File: src/rtl/mipi_tx_pkg.sv
// Shared types and constants for the MIPI TX video packet scheduler.
// Data types, widths, FSM states and the RGB888 word-count helper.
package mipi_tx_pkg;

    localparam int DT_W   = 6;
    localparam int WC_W   = 16;
    localparam int LINE_W = 12;

    localparam logic [DT_W-1:0] DT_VSS    = 6'h01;
    localparam logic [DT_W-1:0] DT_VSE    = 6'h11;
    localparam logic [DT_W-1:0] DT_HSS    = 6'h21;
    localparam logic [DT_W-1:0] DT_HSE    = 6'h31;
    localparam logic [DT_W-1:0] DT_RGB888 = 6'h3E;

    typedef enum logic [2:0] {
        ST_IDLE,
        ST_SYNC,
        ST_HSE,
        ST_PIX_WAIT,
        ST_PIX_REQ,
        ST_PIX_PAYLOAD,
        ST_LINE_WAIT
    } state_e;

    function automatic logic [WC_W-1:0] rgb888_wc(input int h_active);
        int bytes;
        bytes = h_active * 3;
        return bytes[WC_W-1:0];
    endfunction

endpackage

File: src/rtl/mipi_tx_line_timer.sv
// Line period counter with wrap pulse, line index and frame-end flag.
// The index moves only on explicit advance/restart from the scheduler.
module mipi_tx_line_timer
    import mipi_tx_pkg::*;
#(
    parameter int LINE_CYCLES = 2200,
    parameter int FRAME_LINES = 1938
) (
    input  logic              CLK_tx,
    input  logic              RST,
    input  logic              run,
    input  logic              restart,
    input  logic              advance,
    output logic [LINE_W-1:0] line_index,
    output logic              wrap,
    output logic              frame_end
);

    localparam int TW = $clog2(LINE_CYCLES);

    logic [TW-1:0] cnt;

    assign wrap      = run && (cnt == TW'(LINE_CYCLES - 1));
    assign frame_end = (line_index == LINE_W'(FRAME_LINES - 1));

    always_ff @(posedge CLK_tx) begin
        if (RST) begin
            cnt <= '0;
        end else if (!run || wrap) begin
            cnt <= '0;
        end else begin
            cnt <= cnt + 1'b1;
        end
    end

    always_ff @(posedge CLK_tx) begin
        if (RST) begin
            line_index <= '0;
        end else if (restart) begin
            line_index <= '0;
        end else if (advance) begin
            line_index <= line_index + 1'b1;
        end
    end

endmodule

File: src/rtl/mipi_tx_video_pkt_sched.sv
// Video-mode packet scheduler: sync short packets and one RGB888 long packet per line.
// MIPI_TX_SYNC_PULSE_EN selects sync-pulse mode (HSE after each sync start, VSE line).
module mipi_tx_video_pkt_sched
    import mipi_tx_pkg::*;
#(
    parameter int H_ACTIVE    = 1080,
    parameter int V_ACTIVE    = 1920,
    parameter int VSA_LINES   = 2,
    parameter int VBP_LINES   = 8,
    parameter int VFP_LINES   = 8,
    parameter int LINE_CYCLES = 2200
) (
    input  logic              CLK_tx,
    input  logic              RST,
    input  logic              Enable,
    input  logic              Fifo_line_ready,
    input  logic              Tx_cmd_ack,
    input  logic              Tx_payload_en_last,
    output logic              Tx_cmd_req,
    output logic [DT_W-1:0]   Tx_cmd_data_type,
    output logic [WC_W-1:0]   Tx_cmd_word_count,
    output logic [LINE_W-1:0] Line_index,
    output logic              Frame_start,
    output logic              Line_overrun
);

    localparam int FRAME_LINES = VSA_LINES + VBP_LINES + V_ACTIVE + VFP_LINES;
    localparam int ACT_FIRST   = VSA_LINES + VBP_LINES;
    localparam int ACT_LAST    = ACT_FIRST + V_ACTIVE - 1;

    localparam logic [WC_W-1:0] PIX_WC = rgb888_wc(H_ACTIVE);

    state_e state_q, state_d;
    logic   req_q, req_d;
    logic   fs_q, fs_d;
    logic   ovr_q;
    logic   pend_q, pend_d;

    logic run, restart, advance;
    logic wrap, frame_end;
    logic busy, pend, ack_ok;
    logic line_active;
    logic after_sync, line_done;
    logic [DT_W-1:0] sync_dt;

    mipi_tx_line_timer #(
        .LINE_CYCLES (LINE_CYCLES),
        .FRAME_LINES (FRAME_LINES)
    ) u_timer (
        .CLK_tx     (CLK_tx),
        .RST        (RST),
        .run        (run),
        .restart    (restart),
        .advance    (advance),
        .line_index (Line_index),
        .wrap       (wrap),
        .frame_end  (frame_end)
    );

    assign run    = (state_q != ST_IDLE);
    assign ack_ok = Tx_cmd_ack && req_q;
    assign busy   = state_q inside {ST_SYNC, ST_HSE, ST_PIX_WAIT,
                                    ST_PIX_REQ, ST_PIX_PAYLOAD};
    assign pend   = pend_q || (wrap && busy);

    assign line_active = (Line_index >= LINE_W'(ACT_FIRST)) &&
                         (Line_index <= LINE_W'(ACT_LAST));

    always_comb begin
        sync_dt = DT_HSS;
        if (Line_index == '0) begin
            sync_dt = DT_VSS;
`ifdef MIPI_TX_SYNC_PULSE_EN
        end else if (Line_index == LINE_W'(VSA_LINES)) begin
            sync_dt = DT_VSE;
`endif
        end
    end

    always_comb begin
        state_d    = state_q;
        fs_d       = 1'b0;
        pend_d     = pend;
        restart    = 1'b0;
        advance    = 1'b0;
        after_sync = 1'b0;
        line_done  = 1'b0;

        unique case (state_q)
            ST_IDLE: begin
                pend_d = 1'b0;
                if (Enable) begin
                    state_d = ST_SYNC;
                    restart = 1'b1;
                    fs_d    = 1'b1;
                end
            end
            ST_SYNC: begin
                if (ack_ok) begin
`ifdef MIPI_TX_SYNC_PULSE_EN
                    state_d = ST_HSE;
`else
                    after_sync = 1'b1;
`endif
                end
            end
            ST_HSE: begin
                if (ack_ok) begin
                    after_sync = 1'b1;
                end
            end
            ST_PIX_WAIT: begin
                // an overrun here abandons the line: no packet is in flight
                if (pend) begin
                    line_done = 1'b1;
                end else if (Fifo_line_ready) begin
                    state_d = ST_PIX_REQ;
                end
            end
            ST_PIX_REQ: begin
                if (ack_ok) begin
                    state_d = ST_PIX_PAYLOAD;
                end
            end
            ST_PIX_PAYLOAD: begin
                if (Tx_payload_en_last) begin
                    if (pend) begin
                        line_done = 1'b1;
                    end else begin
                        state_d = ST_LINE_WAIT;
                    end
                end
            end
            ST_LINE_WAIT: begin
                if (wrap) begin
                    line_done = 1'b1;
                end
            end
            default: state_d = ST_IDLE;
        endcase

        if (after_sync) begin
            if (pend) begin
                line_done = 1'b1;
            end else if (line_active) begin
                state_d = ST_PIX_WAIT;
            end else begin
                state_d = ST_LINE_WAIT;
            end
        end

        if (line_done) begin
            pend_d = 1'b0;
            if (frame_end) begin
                restart = 1'b1;
                if (Enable) begin
                    state_d = ST_SYNC;
                    fs_d    = 1'b1;
                end else begin
                    state_d = ST_IDLE;
                end
            end else begin
                advance = 1'b1;
                state_d = ST_SYNC;
            end
        end
    end

    // an accepted request always drops for at least one cycle
    assign req_d = (state_d inside {ST_SYNC, ST_HSE, ST_PIX_REQ}) && !ack_ok;

    always_ff @(posedge CLK_tx) begin
        if (RST) begin
            state_q <= ST_IDLE;
            req_q   <= 1'b0;
            fs_q    <= 1'b0;
            ovr_q   <= 1'b0;
            pend_q  <= 1'b0;
        end else begin
            state_q <= state_d;
            req_q   <= req_d;
            fs_q    <= fs_d;
            ovr_q   <= ovr_q || (wrap && busy);
            pend_q  <= pend_d;
        end
    end

    always_comb begin
        Tx_cmd_data_type  = '0;
        Tx_cmd_word_count = '0;
        if (req_q) begin
            unique case (state_q)
                ST_SYNC:    Tx_cmd_data_type = sync_dt;
                ST_HSE:     Tx_cmd_data_type = DT_HSE;
                ST_PIX_REQ: begin
                    Tx_cmd_data_type  = DT_RGB888;
                    Tx_cmd_word_count = PIX_WC;
                end
                default: ;
            endcase
        end
    end

    assign Tx_cmd_req   = req_q;
    assign Frame_start  = fs_q;
    assign Line_overrun = ovr_q;

endmodule

File: config.mk
export PLATFORM = sky130hd
export DESIGN_NAME = mipi_tx_video_pkt_sched
export DESIGN_NICKNAME = d
export VERILOG_FILES = /design/src/rtl/mipi_tx_pkg.sv /design/src/rtl/mipi_tx_line_timer.sv /design/src/rtl/mipi_tx_video_pkt_sched.sv
export SDC_FILE = /design/constraint.sdc
export NUM_CORES = 1
export LEC_CHECK = 0
export CAP_MARGIN = 0
export CORE_MARGIN = 4
export CORE_UTILIZATION = 46
export CTS_BUF_LIST = sky130_fd_sc_hd__clkbuf_2
export DETAILED_ROUTE_END_ITERATION = 12
export HOLD_SLACK_MARGIN = 0.05
export MAX_ROUTING_LAYER = met4
export PLACE_DENSITY = 0.76
export SLEW_MARGIN = 20
export SYNTH_ARGS = -nofsm -noshare
export SYNTH_HDL_FRONTEND = slang
export SYNTH_SLANG_ARGS = --single-unit
File: constraint.sdc
create_clock -name CLK_tx -period 2.1 [get_ports CLK_tx]
set_input_delay 0.21 -clock CLK_tx [delete_from_list [all_inputs] [get_ports CLK_tx]]
set_output_delay 0.21 -clock CLK_tx [all_outputs]
set_load 0.01 [all_outputs]
Word-level counts from Yosys, hierarchy flattened
Cells that the tools add are included.
{"block": "op_classes", "n_addsub": 2, "multipliers": 0, "div_mod_pow": 0, "n_lt_le_gt_ge": 2, "eq_ne": 11, "shift": 0, "muxes": 35, "n_bitwise": 0, "n_reduce_logical": 20}
{"cell": "2-to-1 mux 3 bit", "n": 11}
{"cell": "adder 12 x 1 -> 12 bit, second input constant", "n": 2}
{"cell": "2-to-1 mux 12 bit", "n": 2}
{"cell": "case mux 6 bit (3 select lines)", "n": 1}
{"cell": "2-to-1 mux 1 bit", "n": 17}
{"cell": "case mux 3 bit (5 select lines)", "n": 1}
{"cell": "== test 12 x 11 -> 1 bit, second input constant", "n": 1}
{"cell": "== test 12 bit, second input constant", "n": 1}
{"cell": "== test 3 bit, second input constant", "n": 4}
{"cell": "greater-or-equal comparator 12 x 4 -> 1 bit, second input constant", "n": 1}
{"cell": "less-or-equal comparator 12 x 11 -> 1 bit, second input constant", "n": 1}
{"cell": "zero test 12 bit", "n": 1}
{"cell": "2-to-1 mux 6 bit", "n": 2}
{"cell": "== test 3 x 2 -> 1 bit, second input constant", "n": 3}
{"cell": "== test 3 x 1 -> 1 bit, second input constant", "n": 2}
{"cell": "nonzero test 3 bit", "n": 2}
{"cell": "OR reduction 2 bit", "n": 3}
{"cell": "OR reduction 3 bit", "n": 2}
{"cell": "logical AND 1 bit", "n": 5}
{"cell": "nonzero test 5 bit", "n": 1}
{"cell": "zero test 3 bit", "n": 1}
{"cell": "logical OR 1 bit", "n": 3}
{"cell": "case mux 1 bit (3 select lines)", "n": 1}
{"cell": "zero test 1 bit", "n": 2}
{"block": "totals", "register_bits": 31, "latch_bits": 0, "mem_bits_rw": 0, "mem_bits_ro": 0, "input_bits": 6, "out_inout_bits": 37, "wordCells": 77, "n_memories": 0}

Longest topological paths before layout
{"block": "depth", "depth_word": 13, "depth_mapped": 9, "depth_no_buf": 9}

Modules after synthesis
Synthesis repeated with hierarchy kept, for this count alone.
{"block": "hier_totals", "cells_unflattened": 232, "hier_area_um2": 1890.6}
{"mod": "mipi_tx_line_timer", "n_inst": 1, "cells_per_inst": 124, "area_each_um2": 1116.1, "seq_area_each_um2": 480.5}
{"mod": "mipi_tx_video_pkt_sched", "n_inst": 1, "cells_per_inst": 108, "area_each_um2": 774.5, "seq_area_each_um2": 140.1}

Least setup slack after synthesis
No wires, ideal clock.
{"block": "synth_timing", "path_type": "reg-to-reg", "from": "register u_timer.cnt[0]", "to": "register req_q, in the netlist Tx_cmd_req", "setup_ns": 0.117, "t_arrival_ns": 1.872, "required_ns": 1.983, "slack_ns": 0.111, "stages_incl_launch_ff": 10, "path_buffers": 1, "synth_period_minus_slack_ns": 1.989, "cell_sequence": "dfxtp_1 > ha_1 > and4bb_1 > and3_1 > buf_6 > a32oi_4 > nand2_2 > and3b_1 > o211ai_2 > nand2_1"}
{"block": "synth_via", "elab_chain_len": 13, "elab_cells_between_ends": 22, "classes_between": "4 x eq/ne; 13 x mux; 5 x reduce/logical"}
{"item": "from (decl)", "line_no": "mipi_tx_line_timer.sv:21", "rtl": "logic [TW-1:0] cnt;"}
{"item": "from (signal assigned)", "line_no": "mipi_tx_line_timer.sv:32", "rtl": "cnt <= cnt + 1'b1;"}
{"item": "== test 12 bit *", "line_no": "mipi_tx_line_timer.sv:23", "rtl": "assign wrap = run && (cnt == TW'(LINE_CYCLES - 1));"}
{"item": "logical AND 1 bit *", "line_no": "mipi_tx_line_timer.sv:23"}
{"item": "logical AND 1 bit", "line_no": "mipi_tx_video_pkt_sched.sv:64", "rtl": "assign pend = pend_q || (wrap && busy);"}
{"item": "logical OR 1 bit", "line_no": "mipi_tx_video_pkt_sched.sv:64"}
{"item": "2-to-1 mux 3 bit or 2-to-1 mux 1 bit (tied branches)", "line_no": "mipi_tx_video_pkt_sched.sv:127, mipi_tx_video_pkt_sched.sv:114"}
{"item": "2-to-1 mux 3 bit or 2-to-1 mux 1 bit (tied branches)", "line_no": "mipi_tx_video_pkt_sched.sv:126", "rtl": "if (Tx_payload_en_last) begin"}
{"item": "case mux 3 bit (5 select lines) or case mux 1 bit (3 select lines) (tied branches)", "line_no": "mipi_tx_video_pkt_sched.sv:89", "rtl": "unique case (state_q)"}
{"item": "2-to-1 mux 3 bit or 2-to-1 mux 1 bit (tied branches)", "line_no": "mipi_tx_video_pkt_sched.sv:143", "rtl": "if (pend) begin"}
{"item": "2-to-1 mux 3 bit or 2-to-1 mux 1 bit (tied branches)", "line_no": "mipi_tx_video_pkt_sched.sv:142", "rtl": "if (after_sync) begin"}
{"item": "2-to-1 mux 3 bit *", "line_no": "mipi_tx_video_pkt_sched.sv:152", "rtl": "if (line_done) begin"}
{"item": "== test 3 x 1 -> 1 bit, or another cell as far along", "line_no": "mipi_tx_video_pkt_sched.sv:170", "rtl": "assign req_d = (state_d inside {ST_SYNC, ST_HSE, ST_PIX_REQ}) && !ack_ok;"}
{"item": "nonzero test 3 bit *", "line_no": "mipi_tx_video_pkt_sched.sv:170"}
{"item": "logical AND 1 bit *", "line_no": "mipi_tx_video_pkt_sched.sv:170"}
{"item": "to (signal assigned)", "line_no": "mipi_tx_video_pkt_sched.sv:181", "rtl": "req_q <= req_d;"}
{"item": "to (decl)", "line_no": "mipi_tx_video_pkt_sched.sv:34", "rtl": "logic req_q, req_d;"}
Every way passes the cells marked *; elsewhere a longest branch is shown, timed or not.
A chain may end at the register's enable or synchronous reset.

Worst setup path after layout
{"block": "layout_timing", "from": "register state_q[2]", "to": "register req_q, in the netlist Tx_cmd_req"}
{"block": "layout_via", "elab_chain_len": 13, "elab_cells_between_ends": 36, "classes_between": "9 x eq/ne; 17 x mux; 10 x reduce/logical"}
{"item": "from (decl)", "line_no": "mipi_tx_video_pkt_sched.sv:33", "rtl": "state_e state_q, state_d;"}
{"item": "from (signal assigned)", "line_no": "mipi_tx_video_pkt_sched.sv:180", "rtl": "state_q <= state_d;"}
{"item": "== test 3 x 1 -> 1 bit, or another cell as far along", "line_no": "mipi_tx_video_pkt_sched.sv:62, mipi_tx_video_pkt_sched.sv:89"}
{"item": "nonzero test 5 bit or logical AND 1 bit (tied branches)", "line_no": "mipi_tx_video_pkt_sched.sv:62, mipi_tx_line_timer.sv:23"}
{"item": "logical AND 1 bit", "line_no": "mipi_tx_video_pkt_sched.sv:64"}
{"item": "logical OR 1 bit", "line_no": "mipi_tx_video_pkt_sched.sv:64"}
{"item": "2-to-1 mux 3 bit or 2-to-1 mux 1 bit (tied branches)", "line_no": "mipi_tx_video_pkt_sched.sv:127, mipi_tx_video_pkt_sched.sv:114"}
{"item": "2-to-1 mux 3 bit or 2-to-1 mux 1 bit (tied branches)", "line_no": "mipi_tx_video_pkt_sched.sv:126"}
{"item": "case mux 3 bit (5 select lines) or case mux 1 bit (3 select lines) (tied branches)", "line_no": "mipi_tx_video_pkt_sched.sv:89"}
{"item": "2-to-1 mux 3 bit or 2-to-1 mux 1 bit (tied branches)", "line_no": "mipi_tx_video_pkt_sched.sv:143"}
{"item": "2-to-1 mux 3 bit or 2-to-1 mux 1 bit (tied branches)", "line_no": "mipi_tx_video_pkt_sched.sv:142"}
{"item": "2-to-1 mux 3 bit *", "line_no": "mipi_tx_video_pkt_sched.sv:152"}
{"item": "== test 3 x 1 -> 1 bit, or another cell as far along", "line_no": "mipi_tx_video_pkt_sched.sv:170"}
{"item": "nonzero test 3 bit *", "line_no": "mipi_tx_video_pkt_sched.sv:170"}
{"item": "logical AND 1 bit *", "line_no": "mipi_tx_video_pkt_sched.sv:170"}
Marked as above.

==> flow_summary.json <==
{
  "status": "completed",
  "routed_wl_mm": 4.92,
  "worstPathRequired_ns": 2.37,
  "n_antenna_cell": 0,
  "r2r-end": "Tx_cmd_req$_SDFF_PP0_",
  "die_y_um": 74.1,
  "chipWidth_um": 74.1,
  "syn_area_um2": 2010,
  "crit_path_top_delay_cell": "a32oi_4",
  "placed_area_um2": 2500,
  "seq_area_frac_synth": 0.308,
  "drt-initial-drc-count": 117,
  "vias": 1941,
  "path_clk_slew_ns": 0.16,
  "worstPathBufferInverterCount": 1,
  "cp-start-kind": "flip-flop",
  "core_area_um2": 4120,
  "synth_top_cells_by_count": "dfxtp_1, nor2_1, buf_4, xor2_1",
  "grt_pass1_wl_mm": 7.49,
  "hold_path.class": "flip-flop to flip-flop",
  "initial_core_util": 0.489,
  "netlist.area_leader.share": 0.308,
  "crit_path_max_fanout": 10,
  "insertion_delay_ns": 0.36,
  "fin_crit_sh": 0.961,
  "synth_top_cell_by_area": "dfxtp_1",
  "drtPass1Iterations": 4,
  "max-vdd-ir-drop_mv": 0.321,
  "cts_root_buffer": "clkbuf_2",
  "ant_nets": 0,
  "gp_congestion": 0.856,
  "fin_crit_ns": 2.02,
  "dp_hpwl_mm": 3.43,
  "synthesis.instances": 237,
  "synth_ff_type": "dfxtp_1",
  "path_delay_family": "compound AO/OA/AOI/OAI gates",
  "hold_violations": 0,
  "nNetsFinal": 310,
  "rsz0062_at_grt": "true",
  "critical_path_class": "flip-flop to flip-flop",
  "synthArstFlopShare": 0,
  "crit_path_max_incr_delay_ns": 0.48,
  "reg2reg_depth": 7,
  "holdWs_ns": 0.521,
  "critPathCaptureType": "flip-flop",
  "crit_path_end": "Tx_cmd_req$_SDFF_PP0_",
  "r2r-start": "state_q[2]$_SDFF_PP0_",
  "grt_max_degree": 15,
  "power_leakage_nw": 1.09,
  "syn_to_final_growth_pct": 34.6,
  "pwr_density_cell_nw_per_um2": 443,
  "ios": 43,
  "critPathArrivalTime_ns": 2.29,
  "grt_pass1_vias": 1676,
  "finClkSkew_ns": 0.0116,
  "cp-startpoint": "state_q[2]$_SDFF_PP0_",
  "cts-hold-fix-buffers": 0,
  "max-cap-violations": 0,
  "avgRoutedWirePerCell_um": 14.1,
  "ys_ff_latch": 31,
  "dieArea_um2": 5500,
  "routed_via_density": 5.56,
  "path_cells": "buf_4, a221o_1, a32oi_4, nand2_2, and3b_1, o211ai_2, nand2_1",
  "reg2reg_slack_ns": 0.08,
  "cts_tree": "built",
  "numCtsBuffers": 5,
  "syn_avg_cell_area_um2": 8.49,
  "stdcell_area_um2": 2710,
  "row_count": 23,
  "grt_usage": 0.178,
  "setup_viol": 0,
  "synthTopCellsByArea": "dfxtp_1, buf_4, xor2_1",
  "cts_max_level": 2,
  "cts_sinks": 31,
  "drcViolationCount": 0,
  "tns_ns": 0,
  "numPortBuffers": 31,
  "grt_antenna_before_repair": 0,
  "ys_warn_count": 0,
  "cts_max_path_buffers": 2,
  "synth_edf_count": 0,
  "finalMaxSlewViolations": 0,
  "overflow": 0,
  "fmax_mhz": 495,
  "cp_num_cells": 7,
  "synthDistinctLibCells": 53,
  "drive_gt1_frac": 0.278
}
-- per-layer routing --
metal	vias up	wire length (µm)	track usage
met5	-	0	-
met4	0	67	0.0563
met3	8	364	0.0432
met2	74	2450	0.285
met1	930	2040	0.219
li1	929	-	-
-- cells by family (layout without fill, tap and decap cells) --
family | after synthesis | after routing | share of synthesized area
other | 1 | 11 | 0.00186
XOR/XNOR | 23 | 23 | 0.100
AND/OR/NAND/NOR | 106 | 106 | 0.298
flip-flops | 31 | 31 | 0.308
adder cells (fa/ha/maj) | 6 | 6 | 0.0373
buffers and inverters | 36 | 88 | 0.113
AO/OA/AOI/OAI | 34 | 34 | 0.142
-- cell usage in the layout, fill, tap and decap left out, drive strengths merged, types with 3 or more instances in the layout --
| cell | n |
|---|---|
| dfxtp | 31 |
| clkdlybuf4s50 | 30 |
| a21oi | 10 |
| conb | 11 |
| clkbuf | 5 |
| nand4 | 5 |
| and3b | 3 |
| xor2 | 14 |
| nor3 | 10 |
| nor4 | 5 |
| buf | 42 |
| xnor2 | 9 |
| o21ai | 3 |
| nor2 | 32 |
| nand3 | 12 |
| nand2 | 13 |
| inv | 8 |
| nand2b | 4 |
| and3 | 8 |
| ha | 6 |
-- repair_timing --
item                       4_1_cts  5_1_grt
hold endpoints to repair         0        0
pin swaps                        4        7
setup endpoints to repair        4       21
buffers inserted                 1        5
gates resized for setup         16       17
-- final cells by class --
class	instances	area [µm²]
clock inverters	3	38.8
well taps	50	62.6
clock buffers	5	25.0
fillers	337	1410
inverters	8	30.0
multi-input cells	180	1290
repair buffers	72	629
flip-flops and latches	31	636
-- tightest hold or removal path, stage by stage, from the launching register on --
cell and delay [ns]:
dfxtp_2 0.36, buf_4 0.11, nor2_1 0.04
-- per-stage QoR --
stage | setup WS [ns] | total power (W) | util | instances
floorplan | 0.111 | 0.000740 | - | 247
finish | 0.0809 | 0.00120 | 0.658 | 349
global placement | -0.136 | 0.000788 | 0.608 | 335
global route | -0.0218 | 0.00126 | 0.658 | 349
CTS | 0.00530 | 0.00119 | 0.633 | 344
detailed placement | -0.171 | 0.000790 | 0.608 | 335
-- how the worst min path moves through the flow --
stage / slack (ns) / depth (start not counted) / end / from
4_1_cts: 0.54 / 2 / Line_overrun$_SDFF_PP0_ / Line_overrun$_SDFF_PP0_
5_1_grt: 0.54 / 2 / u_timer.cnt[0]$_SDFF_PP0_ / u_timer.cnt[0]$_SDFF_PP0_
6_report: 0.52 / 2 / u_timer.cnt[0]$_SDFF_PP0_ / u_timer.cnt[0]$_SDFF_PP0_
2_1_floorplan: 0.35 / 2 / Frame_start$_SDFF_PP0_ / Enable
3_5_place_dp: 0.50 / 2 / Line_overrun$_SDFF_PP0_ / Line_overrun$_SDFF_PP0_
3_3_place_gp: 0.49 / 2 / u_timer.cnt[11]$_SDFF_PP0_ / u_timer.cnt[11]$_SDFF_PP0_
-- registers in the layout, indices dropped and copies added, names as in the netlist --
register,cells
pend_q,1
Tx_cmd_req,1
Line_overrun,1
u_timer.cnt,12
state_q,3
u_timer.line_index,12
Frame_start,1
-- where the power goes --
group | leakage (nW) | internal [W] | switching (W) | total (W)
Clock | 0.0404 | 0.000196 | 0.000208 | 0.000404
Combinational | 0.798 | 0.0000839 | 0.0000942 | 0.000178
Sequential | 0.255 | 0.000598 | 0.0000189 | 0.000617
Total | 1.09 | 0.000878 | 0.000321 | 0.00120
No activity file was read; power rests on OpenSTA's default activity.
==> RTL change 1 (config.mk and constraints unchanged) <==
Register the output `Tx_cmd_word_count`; this adds one clock of latency there. The other outputs are not delayed to match.
--- a/src/rtl/mipi_tx_video_pkt_sched.sv
+++ b/src/rtl/mipi_tx_video_pkt_sched.sv
@@ -31,4 +31,6 @@
     localparam logic [WC_W-1:0] PIX_WC = rgb888_wc(H_ACTIVE);
 
+    logic [WC_W-1:0] Tx_cmd_word_count_d;
+
     state_e state_q, state_d;
     logic   req_q, req_d;
@@ -188,5 +190,5 @@
     always_comb begin
         Tx_cmd_data_type  = '0;
-        Tx_cmd_word_count = '0;
+        Tx_cmd_word_count_d = '0;
         if (req_q) begin
             unique case (state_q)
@@ -195,5 +197,5 @@
                 ST_PIX_REQ: begin
                     Tx_cmd_data_type  = DT_RGB888;
-                    Tx_cmd_word_count = PIX_WC;
+                    Tx_cmd_word_count_d = PIX_WC;
                 end
                 default: ;
@@ -206,4 +208,8 @@
     assign Line_overrun = ovr_q;
 
+    always_ff @(posedge CLK_tx) begin
+        Tx_cmd_word_count <= Tx_cmd_word_count_d;
+    end
+
 endmodule
 
Formal check against the unedited RTL: no difference found for any inputs over 10 cycles, from zero or initial values and one cycle with RST high; that may be too few to reach the edited logic, so the function may still have changed.
==> RTL change 1 against the original RTL <==
Clock power rose by 4%; final cell count is 1.1% higher; wire length grew 3.0%; worst setup slack gained 0.015 ns; power rose by 13%; sequential cell count is 1 higher; sequential power grew 3.9%; area after synthesis rose by 1.1%; final area decreased by 0.32%; critical endpoint is now Tx_cmd_data_type[1].
==> RTL change 1: results <==
group,metric,value,unit
outcome,outcome,"finished, final reports clean",
route,wl,5068,um
layout,layout-drive-gt1-share,26.73,%
layout,nFillCells,348,
layout,multi_input_area_share,47.78,%
synthesis,syn_inst,243,
synthesis,yosys.area_share.adder,4.244,%
power,p_sw,383.9,uW
grt,gr-total-overflow,0,
route,viasPerCell,5.445,
synthesis,ys_seq_area_share,31.49,%
layout,multi_input_gates,188,
power,p_total,1.352,mW
layout,design.seq.count,32,
clocking,clk_pin_slew_worst_paths,0.18,ns
layout,nets,314,
grt,grt_max_degree,12,
power,peakVddDrop,399.2,uV
synthesis,synth_area_leaders,"dfxtp_1 (31%), nor2_1 (6.8%), buf_4 (6.6%)",
grt,grt_pass1_vias,1844,
route,first_iter_violations,111,
power,p_per_area,500.6,mW/mm2
setup_path,arrival,1.79,ns
placed_design,placed_cells,342,
layout,clock_area_share,2.502,%
synthesis,ys_warn_count,0,
synthesis,synth_flop_cell,"dfxtp_1",
power,p_leak,1.120,nW
grt,grt_pass1_wl,8376,um
synthesis,synth_xor_area_share,9.471,%
layout,n_all_buffers,68,
clocking,cts_buffer_depth,2,
layout,seq_share,24.28,%
clocking,clock_latency,0.38,ns
synthesis,synth_cell_types,60,
layout,num-nonclk-inverters,7,
grt,grt_use_total,20.05,%
timing,fin_worst_skew,0.01895,ns
layout,finalNonFillerCells,353,
setup_path,crit_path_max_fanout,5,
synthesis,synth_common_cells,"nor2_1 (37), dfxtp_1 (32), buf_4 (18)",
synthesis,synth_compound_area_share,12.18,%
placed_design,globalplace.congestion,0.9524,
placed_design,dp_hpwl,3890,um
layout,buf_share,22.15,%
placed_design,io_buffers,31,
power,pg_seq,641,uW
power,powerClk,420,uW
placed_design,dpl-instance-area,0.002522,mm2
synthesis,synth.area.mux_share,1.046,%
[RTL change 1: changes by cell type after synthesis, moves of 3 or more]
| cell | delta |
|---|---|
| xor2_1 | -5 |
| xnor2_1 | +4 |
| nor2_1 | +6 |
| a21oi_1 | -5 |
| and3b_1 | -3 |
[RTL change 1: routing by layer]
layer  routed length [um]  track usage, %
met1                 2190           24.51
met2                 2500           31.80
met3                  304           5.270
met4                   73           7.115
met5                    0               -
[RTL change 1: what timing repair did]
| item | in CTS | in global routing |
|---|---|---|
| hold buffers | 0 | 0 |
| endpoints found under the hold margin | 0 | 0 |
| setup endpoints to repair | 6 | 18 |
| gates resized for setup | 10 | 19 |
| setup buffers | 1 | 2 |
| pin swaps | 3 | 7 |
| gates cloned | 0 | 0 |
[RTL change 1: kinds of logic (layout without fill, tap and decap cells)]
group	after synthesis	in the layout
DFF	32	32
AOI/OAI and AO/OA	32	32
adders and majority gates	7	7
buffers and inverters	33	83
muxes	2	2
other	1	11
and+or+nand+nor	114	114
xor gates and xnor gates	22	22
[RTL change 1: metrics by stage]
stage,setup WS (ns),setup TNS (ns)
global route,-0.01754,-0.02089
detailed placement,-0.1010,-0.7409
finish,0.09556,0
global placement,-0.03508,-0.3262
CTS,0.005493,0
floorplan,0.02446,0
[RTL change 1: worst paths after layout]
path	startpoint	endpoint	slack (ns)	depth (start not counted)
setup / recovery	state_q[1]	Tx_cmd_data_type[1]	0.1	4
hold / removal	Line_overrun	Line_overrun	0.51	2
setup reg to reg	u_timer.cnt[6]	u_timer.line_index[0]	0.11	8
hold reg to reg	Line_overrun	Line_overrun	0.51	2
[RTL change 1: worst max-delay path, cell delays in order, from the launching register on]
cell and delay [ns]:
dfxtp_4 0.40, buf_4 0.15, nor2_2 0.11, and3_1 0.20
clkdlybuf4s50_1 0.54
==> RTL change 2 (same settings) <==
Made on the original files. `LINE_W`: 12 -> 10.
--- a/src/rtl/mipi_tx_pkg.sv
+++ b/src/rtl/mipi_tx_pkg.sv
@@ -5,5 +5,5 @@
     localparam int DT_W   = 6;
     localparam int WC_W   = 16;
-    localparam int LINE_W = 12;
+    localparam int LINE_W = 10;
 
     localparam logic [DT_W-1:0] DT_VSS    = 6'h01;
Ports: changed (resized Line_index); port bits go from 43 to 41. The function was not compared with the original's and may differ.
==> RTL change 2 against the original RTL <==
Synthesized cell count down 0.42%; worst hold slack better by 0.0028 ns; register-to-register slack better by 0.05 ns; worst setup slack worse by 0.075 ns; area after synthesis down 5.0%; final area down 7.0%; critical path depth down 2; sequential cell count down 2; wire length down 8.6%; sequential share of layout area down 0.066 points.
Power is not compared: it rests on default switching activity, and its combinational part moved more than twofold at a synthesized area within 25%.
==> RTL change 2: results <==
group,metric,value,unit
outcome,outcome,"finished, final reports clean",
power,power_frac_comb,31.3,%
placed_design,dpl-instance-area,0.002390,mm2
grt,grt_pass1_wl,7693,um
route,wl_per_cell,13.11,um
route,met2_length,2150,um
layout,layout-drive-gt1-share,24.91,%
route,viasPerCell,5.239,
layout,antennaDiodeCount,0,
clocking,numCtsBuffers,5,
synthesis,ys_seq_area_share,30.39,%
setup_path,crit_path_max_fanout,2,
synthesis,ys_warn_count,0,
clocking,clock_latency,0.35,ns
layout,nFillCells,340,
grt,grt_use_total,19.02,%
synthesis,synth_common_cells,"dfxtp_1 (29), nor2_1 (29), buf_4 (19)",
grt,antenna_found_initial,0,
setup_path,critPathRequiredTime,1.89,ns
synthesis,synth_area_leaders,"dfxtp_1 (30%), buf_4 (7.5%), nor2_1 (5.7%)",
synthesis,synth_cell_types,57,
grt,grt_max_degree,13,
setup_path,path_delay_family,"simple AND/OR/NAND/NOR gates",
worst_hold_path,hp-class,"register to register",
power,p_leak,1.065,nW
grt,grtUsageMet1,23.54,%
layout,reg_top3,"u_timer.cnt x12, u_timer.line_index x10, state_q x3",
clocking,htree_num_levels,2,
clocking,cts_buffer_depth,2,
route,met1_length,2070,um
clocking,root_buffer,"clkbuf_2",
setup_path,cp_slowest_cell,"or3_4",
synthesis,synthArstFlopShare,0,%
timing,fin_worst_skew,0.002408,ns
placed_design,globalplace.congestion,0.8974,
setup_path,slowest_delay,0.40,ns
grt,grt_pass1_vias,1756,
clocking,clk_pin_slew_worst_paths,0.15,ns
layout,largest_register_ffs,12,
placed_design,dp_hpwl,3335,um
layout,nets,304,
grt,grt_use_met2,30.43,%
grt,groute.layer.met3.usage,4.709,%
placed_design,io_buffers,29,
power,pg_seq,597,uW
clocking,post_cts_buffers,1,
setup_path,r2r_setup_slack,0.13,ns
clocking,cts.repair.resized,13,
route,first_iter_violations,100,
route,highest_layer,"met4",
route,dr_wl_met3,222,um
-- RTL change 2: cell count changes in the layout (fill, tap and decap cells not counted), moves of 3 or more --
cell,delta
clkdlybuf4s50_1,-11
dlygate4sd2_1,+8
inv_1,+6
a21oi_1,-3
and3b_1,-3
nand2_1,+3
nor3_1,-3
o211ai_1,+3
-- RTL change 2: worst paths after layout --
check                        start                     to  cells past startpoint
max          u_timer.line_index[6]    Tx_cmd_data_type[5]                      5
min                   Line_overrun           Line_overrun                      2
max reg2reg         u_timer.cnt[0]  u_timer.line_index[9]                      8
min reg2reg           Line_overrun           Line_overrun                      2
-- RTL change 2: per-stage QoR --
stage | worst slack, ns | power (mW) | hold WS, ns | instances
after global placement | -0.04333 | 0.9583 | 0.4768 | 332
final | 0.005890 | 1.258 | 0.5236 | 343
after floorplan | 0.05489 | 0.8265 | 0.3922 | 246
after detailed placement | -0.05269 | 0.9645 | 0.4842 | 332
after global routing | -0.1162 | 1.344 | 0.5435 | 343
after CTS | -0.1043 | 1.234 | 0.5231 | 341
-- RTL change 2: final cells by class --
class | count | area (um2) | share of cell area, %
inverter | 16 | 60.06 | 2.384
clock buffer | 5 | 25.02 | 0.9935
timing repair buffer | 67 | 581.8 | 23.10
tap | 50 | 62.56 | 2.484
sequential | 29 | 589.3 | 23.40
clock inverter | 3 | 12.51 | 0.4968
multi-input combinational | 173 | 1187 | 47.14
-- RTL change 2: kinds of logic after synthesis --
family | count (synthesis) | share of synthesized area, %
flops | 29 | 30.39
mux | 1 | 0.5239
simple gates | 94 | 26.00
compound gates | 42 | 16.96
fa+ha+maj | 6 | 3.929
other cells | 1 | 0.1963
xor+xnor | 19 | 9.103
buf+inv | 44 | 12.90
